File: src/rtl/hilo_unit.sv
// HI/LO register file behind the iterative multiplier: tracks an issued multiply,
// captures the product, serves bypassed MFHI/MFLO reads and raises the decode interlock.
module hilo_unit #(
  parameter int WIDTH   = 32,
  parameter int MAX_LAT = 70
) (
  input  logic               clk,
  input  logic               reset,
  input  logic               multE,
  input  logic               flushE,
  input  logic               mult_stall,
  input  logic [2*WIDTH-1:0] s,
  input  logic               mthiW,
  input  logic               mtloW,
  input  logic [WIDTH-1:0]   wdataW,
  input  logic               mfhiD,
  input  logic               mfloD,
  output logic [WIDTH-1:0]   hiD,
  output logic [WIDTH-1:0]   loD,
  output logic               hilo_stall,
  output logic               busy,
  output logic               wd_err
);

  localparam int CW = $clog2(MAX_LAT + 1);

  typedef enum logic [1:0] {
    IDLE,
    ISSUED,
    BUSY
  } state_t;

  state_t           state, state_nx;
  logic [WIDTH-1:0] hi_r, lo_r;
  logic             ovh, ovl;
  logic             iss_low;
  logic [CW-1:0]    cnt;
  logic             cap, wd_fire, start;
  logic             pend_hi, pend_lo;

  always_ff @(posedge clk or posedge reset) begin
    if (reset) state <= IDLE;
    else       state <= state_nx;
  end

  always_comb begin
    state_nx = state;
    cap      = 1'b0;
    wd_fire  = 1'b0;
    start    = 1'b0;
    case (state)
      IDLE: begin
        if (multE && !flushE) begin
          state_nx = ISSUED;
          start    = 1'b1;
        end
      end
      ISSUED: begin
        // A multiplier that never raises its busy flag is taken as done
        // after two consecutive low cycles.
        if (flushE)          state_nx = IDLE;
        else if (mult_stall) state_nx = BUSY;
        else if (iss_low) begin
          cap      = 1'b1;
          state_nx = IDLE;
        end
      end
      BUSY: begin
        if (flushE) state_nx = IDLE;
        else if (!mult_stall) begin
          cap      = 1'b1;
          state_nx = IDLE;
        end else if (cnt == CW'(MAX_LAT - 1)) begin
          wd_fire  = 1'b1;
          state_nx = IDLE;
        end
      end
      default: state_nx = IDLE;
    endcase
  end

  always_ff @(posedge clk or posedge reset) begin
    if (reset) begin
      hi_r    <= '0;
      lo_r    <= '0;
      ovh     <= 1'b0;
      ovl     <= 1'b0;
      iss_low <= 1'b0;
      cnt     <= '0;
      wd_err  <= 1'b0;
    end else begin
      if (mthiW)             hi_r <= wdataW;
      else if (cap && !ovh)  hi_r <= s[2*WIDTH-1:WIDTH];
      if (mtloW)             lo_r <= wdataW;
      else if (cap && !ovl)  lo_r <= s[WIDTH-1:0];

      // Younger W-stage writes during an outstanding multiply shadow its product.
      if (start)                         ovh <= 1'b0;
      else if (mthiW && state != IDLE)   ovh <= 1'b1;
      if (start)                         ovl <= 1'b0;
      else if (mtloW && state != IDLE)   ovl <= 1'b1;

      if (start)                              iss_low <= 1'b0;
      else if (state == ISSUED && !mult_stall) iss_low <= 1'b1;

      if (start)              cnt <= '0;
      else if (state == BUSY) cnt <= cnt + 1'b1;

      if (wd_fire) wd_err <= 1'b1;
    end
  end

  always_comb begin
    hiD = hi_r;
    loD = lo_r;
    if (mthiW)            hiD = wdataW;
    else if (cap && !ovh) hiD = s[2*WIDTH-1:WIDTH];
    if (mtloW)            loD = wdataW;
    else if (cap && !ovl) loD = s[WIDTH-1:0];

    pend_hi    = (state != IDLE) && !ovh && !cap;
    pend_lo    = (state != IDLE) && !ovl && !cap;
    hilo_stall = (mfhiD && pend_hi) || (mfloD && pend_lo) || ((mfhiD || mfloD) && start);
  end

  assign busy = (state != IDLE);

endmodule

File: config.mk
export PLATFORM = sky130hd
export DESIGN_NAME = hilo_unit
export DESIGN_NICKNAME = d
export VERILOG_FILES = /design/src/rtl/hilo_unit.sv
export SDC_FILE = /design/constraint.sdc
export NUM_CORES = 1
export LEC_CHECK = 0
export CELL_PAD_IN_SITES_DETAIL_PLACEMENT = 0
export CELL_PAD_IN_SITES_GLOBAL_PLACEMENT = 2
export CORE_ASPECT_RATIO = 0.5
export CORE_MARGIN = 1.5
export CORE_UTILIZATION = 26
export DETAILED_ROUTE_END_ITERATION = 16
export PLACE_DENSITY = 0.91
export SLEW_MARGIN = 0
export SYNTH_ARGS = -nofsm -noshare
export SYNTH_HDL_FRONTEND = slang
export SYNTH_SLANG_ARGS = --single-unit
File: constraint.sdc
create_clock -name clk -period 5.8 [get_ports clk]
set_input_delay 0.58 -clock clk [delete_from_list [all_inputs] [get_ports clk]]
set_output_delay 0.58 -clock clk [all_outputs]
set_load 0.005 [all_outputs]
==> Word-level counts from Yosys, hierarchy flattened <==
Cells that the tools add are included.
Widths: inputs -> output; s select.
{ "totals": {"out_inout_bits": 67, "in_bits": 105, "ff_bits": 77, "elab_cells": 75} }
{ "op_classes": {"addsub": 1, "eq_ne": 6, "muxes": 32, "reduce_logical": 28} }
{ "op_table": {"columns": ["operator", "n"], "rows": [
  ["$mux 32", 4],
  ["$mux 1", 17],
  ["$mux 2", 7],
  ["$mux 7", 2],
  ["$logic_and 1x1->1", 13],
  ["$reduce_bool 2->1", 5],
  ["$ne 4x4->1 const B", 2],
  ["$add 7x1->7 const B", 1],
  ["$eq 7x7->1 const B", 1],
  ["$pmux 2 s3", 1],
  ["$logic_not 1->1", 5],
  ["$logic_or 1x1->1", 3],
  ["$reduce_and 3->1", 1],
  ["$eq 2x1->1 const B", 1],
  ["$eq 2x2->1 const B", 1],
  ["$logic_not 2->1", 1],
  ["$ne 2x2->1 const B", 1],
  ["$pmux 1 s2", 1]
]} }

==> Longest topological paths before layout <==
Gate-level depths: netlist of run 1.
{ "depth": {"word_depth": 9, "ltp_mapped": 8, "ltp_nobuf": 6} }

==> Worst setup path before layout of run 1 <==
No wires, ideal clock.
{ "synth_timing": {"path_type": "register -> output", "start": "register state[0]", "end": "output hiD[10]", "path_buffers": 1, "arrival_time_ns": 1.817, "stages_incl_launch_ff": 8, "required_ns": 5.220, "slack_ns": 3.403, "cell_sequence": "dfrtp_1 -> inv_1 -> ha_1 -> or3b_4 -> nor3_4 -> buf_8 -> mux2i_1 -> o21ai_1"} }
{ "synth_via": {"elab_chain_cells": 5, "word_cells_on_any_way": 6, "classes_between": "2 x eq/ne; 3 x mux; 1 x reduce/logical"} }
{ "synth_lines": {"columns": ["item", "line", "source"], "rows": [
  ["start: declaration", "33", "state_t state, state_nx;"],
  ["start signal: assignment", "43", "else state <= state_nx;"],
  ["$eq 2x2->1 or $eq 2x1->1 (tied branches)", "51", "case (state)"],
  ["$pmux 1 s2 (*)", "51", null],
  ["$logic_and 1x1->1 (*)", "117", "else if (cap && !ovh) hiD = s[2*WIDTH-1:WIDTH];"],
  ["$mux 32 (*) (2 in a row)", null, null],
  ["end: declaration", "18", "output logic [WIDTH-1:0] hiD,"]
]} }
Mark *: on every way between the ends. The rest lies on a longest branch, timed or not.

==> Worst setup path in the final report of run 1 <==
{ "layout_timing": {"start": "input flushE", "end": "output loD[26]"} }
{ "layout_via": {"elab_chain_cells": 5, "word_cells_on_any_way": 6, "classes_between": "5 x mux; 1 x reduce/logical"} }
{ "layout_lines": {"columns": ["item", "line", "source"], "rows": [
  ["start: declaration", "10", "input logic flushE,"],
  ["$mux 1, on equally long branches", "69, 61", null],
  ["$pmux 1 s2 (*)", "51", null],
  ["$logic_and 1x1->1 (*)", "119", "else if (cap && !ovl) loD = s[WIDTH-1:0];"],
  ["$mux 32 (*)", null, null],
  ["$mux 32 (*)", "118", "if (mtloW) loD = wdataW;"],
  ["end: declaration", "19", "output logic [WIDTH-1:0] loD,"]
]} }
Marks and branches as above.

==> impl_metrics.tcl, run 1 <==
set metrics [dict create \
    antenna_cells 0 \
    fin_util_pct 42.3 \
    die_y_um 87.5 \
    crit_arrival_ns 3.17 \
    syn_inst 358 \
    multi_input_area_um2 1600 \
    crit_buf_inv 3 \
    vias_per_cell 4.29 \
    cts_tree "built" \
    dr.pass1.iters 4 \
    grt_pass1_wl_um 17400 \
    p_total_uw 1610 \
    worstPathMaxFanout 30 \
    die_x_um 172 \
    clk_pin_slew_ns 0.06 \
    clk_latency_ns 0.33 \
    drc 0 \
    required_ns 5.22 \
    drt_iter0_drc 86 \
    numCtsBuffers 9 \
    post-route-period-util_pct 64.6 \
    worst_slew_pin_slew_ns 1.15 \
    postCtsSetupBuffers 0 \
    p_per_area_nw_per_um2 277 \
    grt_start_max_net_pins 69 \
    cp_slowest_cell "clkdlybuf4s50_1" \
    rsz0062_at_grt "false" \
    grt-ovfl-total 0 \
    routedWlPerCell_um 15.8 \
    finalSetupViolations 0 \
    top_layer_used "met4" \
    cp_cell_sequence "clkdlybuf4s50_1 -> or3b_4 -> nor3_4 -> buf_4 -> mux2i_1 -> o21ai_1 -> clkdlybuf4s50_1" \
    rows 30 \
    cp_top_family "buffers and inverters" \
    portBuffers 171 \
    ys.flop_type "dfrtp_1" \
    path_common_cell "clkdlybuf4s50_1" \
    track_usage_pct 15.5 \
    die_area_um2 15000 \
    root_buffer "clkbuf_16" \
    finalHoldViolations 0 \
    vias 3083 \
    holdWs_ns 0.465 \
    synth.area.top_cells "dfrtp_1 52%, mux2i_1 17%, o21ai_1 8.8%, nand2_1 7.0%, buf_8 2.4%" \
    drive_gt1_share_pct 4.93 \
    rrSetupSlack_ns 3.41 \
    maxCapViolCount 0 \
    worstSetupEndpointType "output pin" \
    synth-simple-area-share_pct 11.4 \
    gp_congestion 0.729 \
    seq_area_frac_synth_pct 51.9 \
    synth.most_common_cell "dfrtp_1" \
    synth.top_cell.area_share_pct 51.9 \
    hpwl_um 8240 \
    yosys_warnings 0 \
    synth_edf_count 0 \
    leakagePower_uw 0.00228 \
    synth_nets 468 \
    synth.area.mux_share_pct 17.3 \
    ys_ff_latch 77 \
    synth.top_cells.by_count "77 x dfrtp_1, 69 x nand2_1, 65 x o21ai_1" \
    drv_slew 0 \
    vdd_drop_max_mv 0.132 \
    synth_xor_area_share_pct 0.944 \
    max_stage_delay_ns 0.54 \
    htree_levels 3 \
    core_area_um2 13700 \
    initial_utilization_pct 27.0 \
    layout.nets 633 \
    post_cts_resized 0 \
    skew_ns 0.00488 \
    antenna_found_initial 0 \
    fmax_ghz 0.267 \
    regArea_um2 1930 \
    avgSynthCellArea_um2 10.4 \
    syn2layout_area_growth_pct 56.7 \
    wirelength_um 11400 \
    slew_headroom_pct 23.4 \
    netlist-cell-type-count 32 \
    worstReg2RegStart "state[0]$_DFFE_PP0P_" \
    n_fill_cell 1350 \
    status "complete, no violations" \
    cts.path.max_buffers 2 \
    path_class "input pin to output pin" \
    io_pins 172 \
    yosys.area.top_type "dfrtp_1" \
    min_period_ns 3.75 \
    syn-cell-area_um2 3710 \
    drt-met1-wl_um 5060 \
    synth_top_family_by_area "multiplexers" \
    synth_compound_area_share_pct 11.9 \
    routed-wl-met2_um 5850 \
    hold_path.class "input pin to async pin" \
    hold_buffers 0 \
    finalSetupTns_ns 0 \
    async_flop_share_pct 100 \
    cts_sinks 77 \
    grt_pass1_vias 3105 \
    crit_path_start "flushE" \
    wl_met3_um 274 \
    crit_path_start_kind "input pin" \
    yosys.area_share.adder_pct 1.69 \
    ant_nets 0 \
]
## logic make-up after synthesis
| family | after synthesis |
|---|---|
| AND/OR/NAND/NOR | 95 |
| AO/OA/AOI/OAI | 83 |
| flip-flops | 77 |
| multiplexers | 64 |
| buffers and inverters | 30 |
| adder cells (fa/ha/maj) | 5 |
| XOR/XNOR | 4 |
## through the flow
stage                     std cells  area (µm²)  setup WS [ns]
after global placement          704        5540           2.10
after floorplan                 358        3710           3.25
after global routing            719        5820           1.87
after CTS                       719        5820           2.04
final                           719        5820           2.05
after detailed placement        704        5540           2.05
## path summary, 6_finish.rpt
| kind | to | depth (start not counted) |
|---|---|---|
| worst max-delay path | loD[26] | 7 |
| worst min-delay path | hi_r[27]$_DFF_PP0_ | 2 |
| worst max register to register | lo_r[26]$_DFF_PP0_ | 7 |
| worst min register to register | wd_err$_DFFE_PP0P_ | 1 |
| max in group asynchronous | lo_r[16]$_DFF_PP0_ | 3 |
| min in group clk | wd_err$_DFFE_PP0P_ | 1 |
## sequential cells by signal, indices dropped and copies added, names as in the netlist
register / count
cnt: 7
state: 2
hi_r: 32
ovh: 1
iss_low: 1
lo_r: 32
wd_err: 1
ovl: 1
## where the power goes
| group | switching, µW | total, µW | internal [µW] | leakage [µW] |
|---|---|---|---|---|
| Clock | 211 | 533 | 322 | 0.000139 |
| Combinational | 197 | 440 | 243 | 0.00119 |
| Sequential | 35.4 | 641 | 605 | 0.000951 |
## cell type report
type	count	share of cell area, %
inverters	9	0.602
repair buffers	175	29.8
flip-flops and latches	77	33.1
clock inverters	1	0.0860
well taps	192	4.13
clock buffers	14	4.71
multi-input cells	251	27.6
## placed cells by master (no fill, tap or decap), types with 3 or more instances in the layout
cell type	count
dfrtp_1	77
mux2i_1	64
ha_1	5
nand2_1	69
o21ai_1	65
inv_1	8
xor2_1	3
clkdlybuf4s50_1	169
nor2_1	12
buf_4	4
o21ai_0	5
clkbuf_8	3
a21oi_1	5
clkbuf_16	9
## metal layers
layer | up-vias | global-route usage [%]
met2 | 44 | 26.5
met1 | 1460 | 19.8
li1 | 1566 | -
met3 | 13 | 2.73
met5 | - | 0
met4 | 0 | 5.53
(Power assumes the default switching activity.)
==> run 2, diff against run 1 <==
Settings changed: CORE_UTILIZATION 26 to 22, PLACE_DENSITY 0.91 to 0.82.
Clock period 5.8 ns to 3.3 ns, I/O delays scaled along.
==> run 2 against run 1 <==
Final cell count is 5.6% higher; critical path depth is 1 higher; register-to-register slack worse by 2.2 ns; via count hardly changed; worst setup slack worse by 1.9 ns; sequential power is 76% higher.
==> impl_metrics.tcl, run 2 (same netlist as run 1, synthesis figures left out) <==
set metrics [dict create \
    status "complete, no violations" \
    crit_path_start_kind "register" \
    grt-ovfl-total 0 \
    rsz0062_at_grt "false" \
    cp_slowest_cell "clkdlybuf4s50_1" \
    finalSetupTns_ns 0 \
    die_y_um 94.9 \
    rows 33 \
    slew_headroom_pct 47.0 \
    vias_per_cell 4.06 \
    worst_slew_pin_slew_ns 0.794 \
    most-common-layout-cells "169 x clkdlybuf4s50_1, 77 x dfrtp_1, 69 x nand2_1" \
    wirelength_um 11700 \
    cts.path.max_buffers 2 \
    cp_cell_sequence "inv_1 -> ha_1 -> or3b_4 -> nor3_4 -> buf_12 -> mux2i_1 -> o21ai_1 -> clkdlybuf4s50_1" \
    hold_path.class "input pin to async pin" \
    portBuffers 171 \
    grt_start_max_net_pins 66 \
    grt_pass1_vias 3200 \
    dr.pass1.iters 4 \
    worstSetupEndpointType "output pin" \
    dp_cells 743 \
    stdcell_count 759 \
    top_regs "hi_r: 32 flops, lo_r: 32 flops, cnt: 7 flops" \
    root_buffer "clkbuf_16" \
    ant_nets 0 \
    die_area_um2 17700 \
    initial_utilization_pct 22.6 \
    hpwl_um 8670 \
    gp_congestion 0.728 \
    vias 3081 \
    min_period_ns 3.11 \
    crit_buf_inv 3 \
    vdd_drop_max_mv 0.257 \
    final_common_cell "clkdlybuf4s50_1" \
    maxCapViolCount 0 \
    cts_sinks 77 \
    io_pins 172 \
    crit_arrival_ns 2.78 \
    grt_pass1_wl_um 18100 \
    clk_pin_slew_ns 0.06 \
    finalHoldViolations 0 \
    max_stage_delay_ns 0.55 \
    drv_slew 0 \
    syn2layout_area_growth_pct 61.2 \
    leakagePower_uw 0.00234 \
    antenna_found_initial 0 \
    fmax_ghz 0.322 \
    antenna_cells 0 \
    cts_tree "built" \
    worstPathMaxFanout 25 \
    postCtsSetupBuffers 0 \
    n_fill_cell 1694 \
    die_x_um 187 \
    regArea_um2 1930 \
    track_usage_pct 13.4 \
    post_cts_resized 0 \
    p_per_area_nw_per_um2 491 \
    numCtsBuffers 9 \
    layout.nets 637 \
    finalSetupViolations 0 \
    multi_input_area_um2 1600 \
    post-route-period-util_pct 94.2 \
    htree_levels 3 \
    path_class "register to output pin" \
    crit_cells 8 \
    drt_iter0_drc 107 \
    clk_latency_ns 0.33 \
    routedWlPerCell_um 15.4 \
    reg2reg_depth 7 \
    drive_gt1_share_pct 6.20 \
    skew_ns 0.00525 \
    required_ns 2.97 \
    cp_top_family "buffers and inverters" \
    drc 0 \
    core_area_um2 16400 \
    hold_buffers 0 \
]
run 2: report_power, final:
group | switching [µW] | leakage, µW | total, µW | internal [µW]
Clock | 378 | 0.000158 | 1020 | 644
Sequential | 61.8 | 0.000951 | 1130 | 1060
Combinational | 347 | 0.00123 | 789 | 442
run 2: metal layers:
layer / GRT usage [%] / vias to the layer above / part of all wire (%)
li1: - / 1582 / -
met1: 16.6 / 1448 / 44
met2: 23.7 / 41 / 52
met3: 2.90 / 10 / 2.6
met4: 3.56 / 0 / 1.1
met5: 0 / - / 0
run 2: path summary, 6_finish.rpt:
| kind | to | start | slack (ns) |
|---|---|---|---|
| max | loD[9] | state[1]$_DFFE_PP0P_ | 0.19 |
| min reg2reg | wd_err$_DFFE_PP0P_ | wd_err$_DFFE_PP0P_ | 0.49 |
| min in group clk | wd_err$_DFFE_PP0P_ | wd_err$_DFFE_PP0P_ | 0.49 |
| max in group asynchronous | lo_r[19]$_DFF_PP0_ | reset | 2.19 |
| min | iss_low$_DFFE_PP0P_ | reset | 0.45 |
| max reg2reg | hi_r[5]$_DFF_PP0_ | state[1]$_DFFE_PP0P_ | 1.23 |
run 2: final cells by class:
cell class              instances  share of cell area, %
flip-flops and latches         77                   32.2
repair buffers                179                   30.5
multi-input cells             251                   26.8
well taps                     227                   4.74
clock buffers                  12                   4.45
clock inverters                 4                  0.753
inverters                       9                  0.585
run 2: through the flow:
stage	instance area, µm²	hold WS (ns)	util, %	setup WS (ns)	power, µW
6_report	5990	0.449	36.4	0.191	2940
2_1_floorplan	3710	0.466	-	1.00	1510
4_1_cts	5990	0.483	36.4	0.129	3000
3_5_place_dp	5670	0.470	34.5	0.377	1940
5_1_grt	5990	0.516	36.4	0.0309	3110
3_3_place_gp	5670	0.453	34.5	0.408	1940
==> run 3, diff against run 2 <==
Settings changed: ABC_AREA from default to 1, CORE_UTILIZATION 22 to 21, PLACE_DENSITY 0.82 to 0.81.
==> run 3 against run 2 <==
Clock power grew 6%; synthesized area increased by 24%; sequential power about the same; critical path type unchanged.
==> impl_metrics.tcl, run 3 <==
set metrics [dict create \
    status "complete, no violations" \
    grt_start_max_net_pins 78 \
    required_ns 2.97 \
    seq_area_frac_synth_pct 41.9 \
    synth.area.top_cells "dfrtp_1 42%, nand2_1 17%, inv_1 12%, nand4_1 9.1%, nand3_1 7.7%" \
    top_regs "hi_r: 32 flops, lo_r: 32 flops, cnt: 7 flops" \
    cts_tree "built" \
    min_period_ns 2.90 \
    htree_levels 3 \
    grt-ovfl-total 0 \
    hold_path.class "input pin to async pin" \
    path_class "register to output pin" \
    vias_per_cell 4.20 \
    stdcell_count 1116 \
    vdd_drop_max_mv 0.334 \
    fin_util_pct 31.9 \
    maxCapViolCount 0 \
    worstPathMaxFanout 32 \
    rsz0062_at_grt "false" \
    drt_iter0_drc 251 \
    syn2layout_area_growth_pct 49.6 \
    n_fill_cell 2344 \
    yosys_warnings 0 \
    p_per_area_nw_per_um2 523 \
    finalSetupViolations 0 \
    antenna_found_initial 0 \
    rrSetupSlack_ns 1.41 \
    die_y_um 108 \
    post-route-period-util_pct 87.8 \
    cp_slowest_cell "clkdlybuf4s50_1" \
    finalSetupTns_ns 0 \
    finalHoldViolations 0 \
    clk_pin_slew_ns 0.07 \
    synth_edf_count 0 \
    r2r-end "hi_r[17]$_DFF_PP0_" \
    async_flop_share_pct 100 \
    numCtsBuffers 9 \
    wirelength_um 16800 \
    synth.top_cell.area_share_pct 41.9 \
    portBuffers 171 \
    die_x_um 212 \
    root_buffer "clkbuf_16" \
    post_cts_resized 0 \
    synth.top_cells.by_count "205 x nand2_1, 146 x inv_1, 77 x dfrtp_1" \
    avgSynthCellArea_um2 7.03 \
    layout.nets 921 \
    drv_slew 0 \
    hpwl_um 11700 \
    io_pins 172 \
    initial_utilization_pct 21.3 \
    cts.path.max_buffers 2 \
    die_area_um2 22900 \
    clk_latency_ns 0.34 \
    syn-cell-area_um2 4600 \
    routedWlPerCell_um 15.0 \
    gp_congestion 0.782 \
    crit_arrival_ns 2.57 \
    skew_ns 0.0111 \
    most-common-layout-cells "205 x nand2_1, 171 x clkdlybuf4s50_1, 145 x inv_1" \
    cp_cell_sequence "inv_1 -> ha_1 -> inv_2 -> nand2_4 -> nand3_2 -> buf_4 -> nand2_1 -> nand3_1 -> nand2_1 -> clkdlybuf4s50_1" \
    slew_headroom_pct 65.9 \
    antenna_cells 0 \
    ys_ff_latch 77 \
    dp_cells 1100 \
    ant_nets 0 \
    track_usage_pct 15.1 \
    vias 4683 \
    fmax_ghz 0.345 \
    reg2reg_depth 9 \
    max_stage_delay_ns 0.52 \
    netlist-cell-type-count 25 \
    cts_sinks 77 \
    synth.most_common_cell "nand2_1" \
    drive_gt1_share_pct 5.64 \
    grt_pass1_wl_um 26300 \
    core_area_um2 21600 \
    rows 38 \
    syn_inst 655 \
    hold_buffers 0 \
    ys.flop_type "dfrtp_1" \
    crit_path_start_kind "register" \
    worstSetupEndpointType "output pin" \
    worstReg2RegStart "state[0]$_DFFE_PP0P_" \
    grt_pass1_vias 4768 \
    worst_slew_pin_slew_ns 0.508 \
    yosys.area.top_type "dfrtp_1" \
    leakagePower_uw 0.00355 \
    path_common_cell "nand2_1" \
    synth_nets 765 \
    dr.pass1.iters 4 \
    postCtsSetupBuffers 0 \
    drc 0 \
    final_common_cell "nand2_1" \
]
run 3: cells by family (layout without fill, tap and decap cells):
logic type	count (synthesis)	count (layout)	share of synthesized area, %
fa+ha+maj	5	5	1.36
compound gates	12	12	1.41
flops	77	77	41.9
simple gates	371	371	37.1
buf+inv	190	351	18.2
run 3: where the power goes:
group	internal [µW]	switching, µW	total, µW
logic	531	869	1400
registers	1070	50.1	1120
clock network	662	418	1080
run 3: routing by layer:
layer / vias to the layer above / routed length, µm / GRT usage [%]
li1: 2330 / - / -
met1: 2255 / 7340 / 19.1
met2: 88 / 8720 / 26.7
met3: 10 / 536 / 2.65
met4: 0 / 171 / 3.55
met5: - / 0 / 0
run 3: worst max-delay path by stage:
stage,from,slack [ns],endpoint,cells after the start
final,state[0]$_DFFE_PP0P_,0.40,hiD[17],10
after global routing,state[0]$_DFFE_PP0P_,0.15,hiD[31],10
after CTS,state[0]$_DFFE_PP0P_,0.38,hiD[31],10
after detailed placement,mult_stall,0.70,hiD[31],9
after global placement,mult_stall,0.72,hiD[31],9
after floorplan,reset,1.00,cnt[0]$_DFFE_PP0P_,1
run 3: critical path, delay by kind of cell, from the launching register on:
kind          cells  cell delay, ns
fa+ha+maj         1            0.24
flops             1            0.39
simple gates      5            0.61
buf+inv           4            0.97
run 3: final cells by class:
type	instances	area, µm²	share of cell area, %
clock buffer	10	229	3.32
clock inverter	6	87.6	1.27
inverter	150	564	8.19
multi-input combinational	388	1840	26.7
sequential	77	1930	28.0
tap	300	375	5.45
timing repair buffer	185	1870	27.1
run 3: metrics by stage:
step / total power (µW) / setup slack (ns) / hold WS, ns / instance area [µm²]
after global routing: 3840 / 0.153 / 0.445 / 6890
after floorplan: 1980 / 1.00 / 0.467 / 4600
after global placement: 2550 / 0.724 / 0.481 / 6570
after CTS: 3660 / 0.380 / 0.428 / 6890
final: 3600 / 0.402 / 0.405 / 6890
after detailed placement: 2550 / 0.702 / 0.491 / 6570
